<file path="src/rtl/search_centre_generator.sv">
// search_centre_generator: walks every macroblock of a frame, emitting block origin and clamped search-window centre over valid/ready
//   clk, rst_n                      clock, asynchronous active-low reset
//   start, scan_mode                frame start (sampled in IDLE), 0 = column-major / 1 = row-major (latched on start)
//   ready                           downstream accepts the current entry
//   valid, mb_index, last           entry qualifier, sequence number, final-entry flag
//   x_block, y_block                macroblock top-left origin
//   x_centre_reference, y_centre_reference  search centre clamped so the window stays in frame
//   busy, done                      high while scanning, one-cycle pulse after the final transfer
module search_centre_generator #(
  parameter int FRAME_W      = 96,
  parameter int FRAME_H      = 96,
  parameter int MB_SIZE      = 16,
  parameter int SEARCH_RANGE = 16,
  parameter int COORD_W      = 7,
  parameter int IDX_W        = 6
) (
  input  logic               clk,
  input  logic               rst_n,
  input  logic               start,
  input  logic               scan_mode,
  input  logic               ready,
  output logic               valid,
  output logic [IDX_W-1:0]   mb_index,
  output logic [COORD_W-1:0] x_block,
  output logic [COORD_W-1:0] y_block,
  output logic [COORD_W-1:0] x_centre_reference,
  output logic [COORD_W-1:0] y_centre_reference,
  output logic               last,
  output logic               busy,
  output logic               done
);
  localparam int NC = FRAME_W / MB_SIZE;
  localparam int NR = FRAME_H / MB_SIZE;
  localparam int CW = NC > 1 ? $clog2(NC) : 1;
  localparam int RW = NR > 1 ? $clog2(NR) : 1;
  localparam logic [COORD_W:0]   HALF = (COORD_W+1)'(MB_SIZE / 2);
  localparam logic [COORD_W:0]   LO_W = (COORD_W+1)'(SEARCH_RANGE);
  localparam logic [COORD_W:0]   HX_W = (COORD_W+1)'(FRAME_W - SEARCH_RANGE);
  localparam logic [COORD_W:0]   HY_W = (COORD_W+1)'(FRAME_H - SEARCH_RANGE);
  localparam logic [COORD_W-1:0] LO   = COORD_W'(SEARCH_RANGE);
  localparam logic [COORD_W-1:0] HX   = COORD_W'(FRAME_W - SEARCH_RANGE);
  localparam logic [COORD_W-1:0] HY   = COORD_W'(FRAME_H - SEARCH_RANGE);
  localparam logic [COORD_W-1:0] STEP = COORD_W'(MB_SIZE);
  typedef enum logic [1:0] {IDLE, RUN, DONE} state_t;
  state_t             state_q;
  logic               mode_q, valid_q, busy_q, done_q;
  logic [CW-1:0]      col_q;
  logic [RW-1:0]      row_q;
  logic [COORD_W-1:0] x_q, y_q;
  logic [IDX_W-1:0]   idx_q;
  logic               col_max, row_max, last_d;
  logic [COORD_W:0]   raw_x, raw_y;
  always_comb begin
    col_max = col_q == CW'(NC - 1);
    row_max = row_q == RW'(NR - 1);
    last_d  = valid_q && col_max && row_max;
    raw_x   = {1'b0, x_q} + HALF;
    raw_y   = {1'b0, y_q} + HALF;
    // centres are forced to zero outside RUN so every output reads 0 after reset
    x_centre_reference = !valid_q ? '0 : raw_x < LO_W ? LO : raw_x > HX_W ? HX : raw_x[COORD_W-1:0];
    y_centre_reference = !valid_q ? '0 : raw_y < LO_W ? LO : raw_y > HY_W ? HY : raw_y[COORD_W-1:0];
  end
  assign valid    = valid_q;
  assign busy     = busy_q;
  assign done     = done_q;
  assign last     = last_d;
  assign mb_index = idx_q;
  assign x_block  = x_q;
  assign y_block  = y_q;
  always_ff @(posedge clk or negedge rst_n) begin
    if (!rst_n) begin
      state_q <= IDLE;
      mode_q  <= 1'b0;
      valid_q <= 1'b0;
      busy_q  <= 1'b0;
      done_q  <= 1'b0;
      col_q   <= '0;
      row_q   <= '0;
      x_q     <= '0;
      y_q     <= '0;
      idx_q   <= '0;
    end else if (state_q == IDLE) begin
      if (start) begin
        state_q <= RUN;
        mode_q  <= scan_mode;
        valid_q <= 1'b1;
        busy_q  <= 1'b1;
        col_q   <= '0;
        row_q   <= '0;
        x_q     <= '0;
        y_q     <= '0;
        idx_q   <= '0;
      end
    end else if (state_q == RUN) begin
      if (ready) begin
        if (last_d) begin
          state_q <= DONE;
          valid_q <= 1'b0;
          busy_q  <= 1'b0;
          done_q  <= 1'b1;
        end else begin
          idx_q <= idx_q + IDX_W'(1);
          // inner axis is rows in column-major mode, columns in row-major mode
          if (!mode_q ? row_max : col_max) begin
            if (!mode_q) begin
              row_q <= '0;
              y_q   <= '0;
              col_q <= col_q + CW'(1);
              x_q   <= x_q + STEP;
            end else begin
              col_q <= '0;
              x_q   <= '0;
              row_q <= row_q + RW'(1);
              y_q   <= y_q + STEP;
            end
          end else if (!mode_q) begin
            row_q <= row_q + RW'(1);
            y_q   <= y_q + STEP;
          end else begin
            col_q <= col_q + CW'(1);
            x_q   <= x_q + STEP;
          end
        end
      end
    end else begin
      done_q  <= 1'b0;
      state_q <= IDLE;
    end
  end
endmodule

</file>
<file path="config.mk">
export PLATFORM = sky130hd
export DESIGN_NAME = search_centre_generator
export DESIGN_NICKNAME = d
export VERILOG_FILES = /design/src/rtl/search_centre_generator.sv
export SDC_FILE = /design/constraint.sdc
export NUM_CORES = 1
export LEC_CHECK = 0
export ABC_AREA = 1
export BUFFER_PORTS_ARGS = -buffer_cell sky130_fd_sc_hd__buf_2
export CORE_MARGIN = 1.5
export CORE_UTILIZATION = 30
export DETAILED_ROUTE_END_ITERATION = 8
export GPL_TIMING_DRIVEN = 0
export SLEW_MARGIN = 10
export SYNTH_ARGS = -nofsm -noshare
export SYNTH_HDL_FRONTEND = slang
export SYNTH_SLANG_ARGS = --single-unit
</file>
<file path="constraint.sdc">
create_clock -name clk -period 2.2 [get_ports clk]
set_clock_uncertainty 0.2 [all_clocks]
set_input_delay 0.11 -clock clk [delete_from_list [all_inputs] [get_ports clk]]
set_output_delay 0.11 -clock clk [all_outputs]
set_load 0.05 [all_outputs]
</file>
# --- Yosys cells after proc, flatten, opt, wreduce, memory -nomap -nowiden ---
# Cells that the tools add are included.
# W data, S select, Z words.
op_classes:
  add_sub_neg: 7
  n_lt_le_gt_ge: 4
  n_eq_ne: 10
  mux: 55
  bitwise: 1
  reduce_logical: 14
op_table:
  columns: ["operator", "count"]
  rows:
  - ["$mux W7", 21]
  - ["$mux W3", 15]
  - ["$mux W6", 5]
  - ["$add A7 B4 Y8 const B", 2]
  - ["$gt A8 B7 Y1 const B", 2]
  - ["$lt A8 B5 Y1 const B", 2]
  - ["$add A7 B5 Y7 const B", 2]
  - ["$mux W2", 5]
  - ["$reduce_and A5 Y1", 2]
  - ["$mux W1", 9]
  - ["$reduce_and A4 Y1", 2]
  - ["$add A3 B1 Y3 const B", 2]
  - ["$add A6 B1 Y6 const B", 1]
  - ["$eq A3 B3 Y1 const B", 2]
  - ["$ne A2 B2 Y1 const B", 3]
  - ["$ne A3 B3 Y1 const B", 2]
  - ["$reduce_and A3 Y1", 2]
  - ["$reduce_bool A2 Y1", 3]
  - ["$ne A3 B1 Y1 const B", 1]
  - ["$reduce_bool A3 Y1", 1]
  - ["$eq A2 B1 Y1 const B", 1]
  - ["$logic_and A1 B1 Y1", 2]
  - ["$logic_not A2 Y1", 1]
  - ["$ne A2 B1 Y1 const B", 1]
  - ["2 further kinds", 2]
totals:
  regBits: 31

# --- Longest topological paths before layout ---
logic_depth:
  ltp_word: 7
  ltp_mapped: 10
  depth_no_buf: 10

# --- Least setup slack after synthesis ---
# OpenSTA, ideal clock, no wires.
synth_path:
  path_kind: "reg-to-output"
  startpoint: "register y_q[4], in the netlist y_block[4]"
  endpoint: "output port y_centre_reference[5]"
  arrival_time_ps: 2765
  t_required_ps: 1890
  setup_slack_ps: -875
  stages_incl_launch_ff: 5
  path_buffers: 0
  path_cell_list: "dfrtp_1 inv_1 ha_1 ha_1 nor4_1"
synth_via:
  elab_chain_cells: 5
  word_cells_on_any_way: 6
  classes_between: "1 x add/sub; 2 x order compare; 3 x mux"
synth_lines:
  columns: ["element", "line", "source"]
  rows:
  - ["start, declared", "49", "logic [COORD_W-1:0] x_q, y_q;"]
  - ["start signal, assigned", "114", "y_q <= y_q + STEP;"]
  - ["start signal, assigned", "118", "y_q <= y_q + STEP;"]
  - ["$add A7 B4 Y8 *", "58", "raw_y = {1'b0, y_q} + HALF;"]
  - ["$gt A8 B7 Y1", "61", "y_centre_reference = !valid_q ? '0 : raw_y < LO_W ? LO : raw_y > HY_W ? HY : raw_y[COORD_W-1:0];"]
  - ["$mux W7", "61", null]
  - ["$mux W7 * (2 in series)", "61", null]
  - ["end, declared", "27", "output logic [COORD_W-1:0] y_centre_reference,"]
# Mark *: on every way between the ends. The rest lies on a longest branch, timed or not.

# --- Worst setup path in the final report ---
# Ends and elaborated chain as after synthesis.

==> key figures <==
Place
  • Port Buffers: 28
  • DP HPWL: 2390 um
  • Routability cong.: 0.836
  • DP Area: 1930 sq um

Drt
  • Drt total wl: 3080 um
  • Antenna viol nets, final: 0
  • Wire length per cell: 9.51 um
  • First drt pass iteration count: 4
  • Drt via density: 4.04
  • Starting DRT DRC Count: 67
  • Via Count: 1310
  • DR DRC count: 0

Yosys
  • Seq/Total Area, Yosys: 0.350
  • Post-synth top area share: 0.350
  • Post-synth cell types: 32
  • Syn_area_per_cell: 8.05 sq um
  • Synthesized area: 1640 sq um
  • Top cells by area, synth: dfrtp_1, nand2_1, ha_1, buf_4, inv_1
  • Post-Synthesis Cells: 204
  • Post-synth top area cell: dfrtp_1
  • Synth warn: 0
  • Yosys reg bits: 23

Timing
  • Endpoints failing hold: 0
  • Unrepaired setup endpoints after global routing: false
  • Setup-failing EPs final: 0
  • Worst Tran Pin Value: 0.544 ns
  • Max transition margin: 0.638
  • Slew Viols, Final: 0
  • Fmax achieved: 494 MHz
  • Setup_tns: 0 ns
  • Minimum clock period: 2.02 ns
  • Final period util: 0.919

CTS
  • Skew-Pair Late Insertion Delay: 0.26 ns
  • Root Driver: clkbuf_8
  • CTS tree: done
  • Maximum buffer depth of the clock tree: 2
  • H-tree lvl count: 1
  • Clock tree sinks: 23
  • Reg clk slew, reported paths: 0.09 ns
  • CTS Buf Count: 3

Layout
  • Antenna Cells: 0
  • Nets: 272
  • Most frequent cells in the layout: nand2_1, buf_2, dfrtp_1
  • Commonest non-fill, non-tap cell in the layout: nand2_1
  • Layout cells sized above 1: 0.323
  • Layout fillers: 572
  • Fin area: 2030 sq um
  • Synthesis-to-finish area growth: 23.6%

Critical path
  • Critical Path RT: 1.89 ns
  • Crit path DAT: 1.71 ns
  • CP max FO: 5
  • CP Launch Type: flip-flop
  • Cell family with most CP delay: flip-flops
  • Slowest cell on crit path: dfrtp_1
  • Critical path type: flip-flop to output pin
  • Critical path depth in cells: 6
  • Critical Path, Cell by Cell: inv_1 > ha_1 > inv_1 > ha_1 > nor4_2 > buf_4
  • Worst R2R Path Depth: 5
  • Worst Path Buf+Inv: 3
  • Largest stage delay, worst path: 0.45 ns
  • Worst setup EP type: output pin

GRT
  • Vias in the first global route: 1193
  • Initial antenna violation count: 0
  • First-pass GRT wire length: 5370 um
  • Largest net degree at the start of global routing: 24
  • Overall Global Routing Usage: 0.110
  • GRT Residual Overflow: 0
  • M3 GR Usage: 0.0274
  • Met2 Use GR: 0.189
  • Busiest grt layer: met2
  • Met1 usage: 0.140

Power
  • Pleak: 1.16 nW
  • PwrDens: 1350 nW/um^2
  • Maximum VDD drop: 0.737 mV

Die
  • Die height: 77 um
  • Starting Density: 0.316
  • Die area: 5930 sq um
  • Ports: 43
  • Die X: 77 um
  • # rows: 26
  • Core Area: 5200 sq um

Worst hold path
  • Hold crit path type: input pin to async pin

Job
  • Max Cap Viol: 0

Outcome
  • Status: finished clean
[routing by layer]
layer / wire length (um) / vias to the layer above
met5: 0 / -
met4: 19 / 0
met3: 102 / 2
met2: 1530 / 19
met1: 1430 / 575
li1: - / 714
[power by group]
| part | switching, mW | internal, mW |
|---|---|---|
| combinational | 1.25 | 0.492 |
| sequential | 0.169 | 0.565 |
| clock | 0.137 | 0.129 |
| total | 1.55 | 1.19 |
[logic make-up (layout without fill, tap and decap cells)]
logic type / after synthesis / after routing / share of synthesized area
flip-flops: 23 / 23 / 0.350
other: 1 / 14 / 0.00228
XOR/XNOR: 4 / 4 / 0.0213
adder cells (fa/ha/maj): 12 / 12 / 0.0914
buffers and inverters: 46 / 83 / 0.151
AO/OA/AOI/OAI: 25 / 25 / 0.0952
AND/OR/NAND/NOR: 93 / 93 / 0.289
[synthesized netlist by cell type (all sizes together)]
| cell type | number |
|---|---|
| a21oi | 3 |
| a31oi | 4 |
| buf | 18 |
| clkbuf | 1 |
| conb | 1 |
| dfrtp | 23 |
| ha | 12 |
| inv | 27 |
| nand2 | 59 |
| nand3 | 12 |
| nand3b | 1 |
| nand4 | 1 |
| nor2 | 17 |
| nor3 | 1 |
| nor4 | 1 |
| o211ai | 2 |
| o21ai | 15 |
| o21bai | 1 |
| or2 | 1 |
| xor2 | 4 |
[area by class of cell]
class / instances / area (sq um) / share of cell area
repair buffers: 33 / 193 / 0.0949
inverters: 27 / 104 / 0.0511
multi-input cells: 148 / 882 / 0.434
well taps: 70 / 87.6 / 0.0431
flip-flops and latches: 23 / 576 / 0.283
plain buffers: 19 / 144 / 0.0709
clock buffers: 4 / 45.0 / 0.0222
[registers in the layout, summed over array words and instances (netlist names)]
name and flops:
state_q 2, y_block 3, x_block 3, mb_index 6
done 1, row_q 3, busy 1, col_q 3
mode_q 1
[final timing paths]
kind,startpoint,slack [ns],to
min in group clk,state_q[1]$_DFFE_PN0P_,0.29,done$_DFFE_PN0P_
max in group asynchronous,rst_n,1.28,mode_q$_DFFE_PN0P_
worst min-delay path,rst_n,0.15,mb_index[1]$_DFFE_PN0P_
worst max register to register,state_q[0]$_DFFE_PN0P_,0.44,mode_q$_DFFE_PN0P_
worst max-delay path,y_block[4]$_DFFE_PN0P_,0.18,y_centre_reference[5]
worst min register to register,state_q[1]$_DFFE_PN0P_,0.29,done$_DFFE_PN0P_
[metrics by stage]
step	setup slack (ns)	instances	hold WS (ns)	utilization	power (mW)
3_5_place_dp	0.409	315	-0.0609	0.371	2.50
2_1_floorplan	-0.304	217	-0.386	-	2.16
5_1_grt	0.0111	324	0.200	0.390	2.97
4_1_cts	0.0911	324	0.178	0.390	2.78
6_report	0.178	324	0.153	0.390	2.74
3_3_place_gp	0.420	315	-0.0664	0.371	2.47
[timing repair]
item,in CTS,in global routing
endpoints found under the hold margin,26,0
hold buffers,5,0
resized for setup,0,2
setup endpoints to repair,0,1
buffers inserted,0,0
No activity file was read; power rests on OpenSTA's default activity.
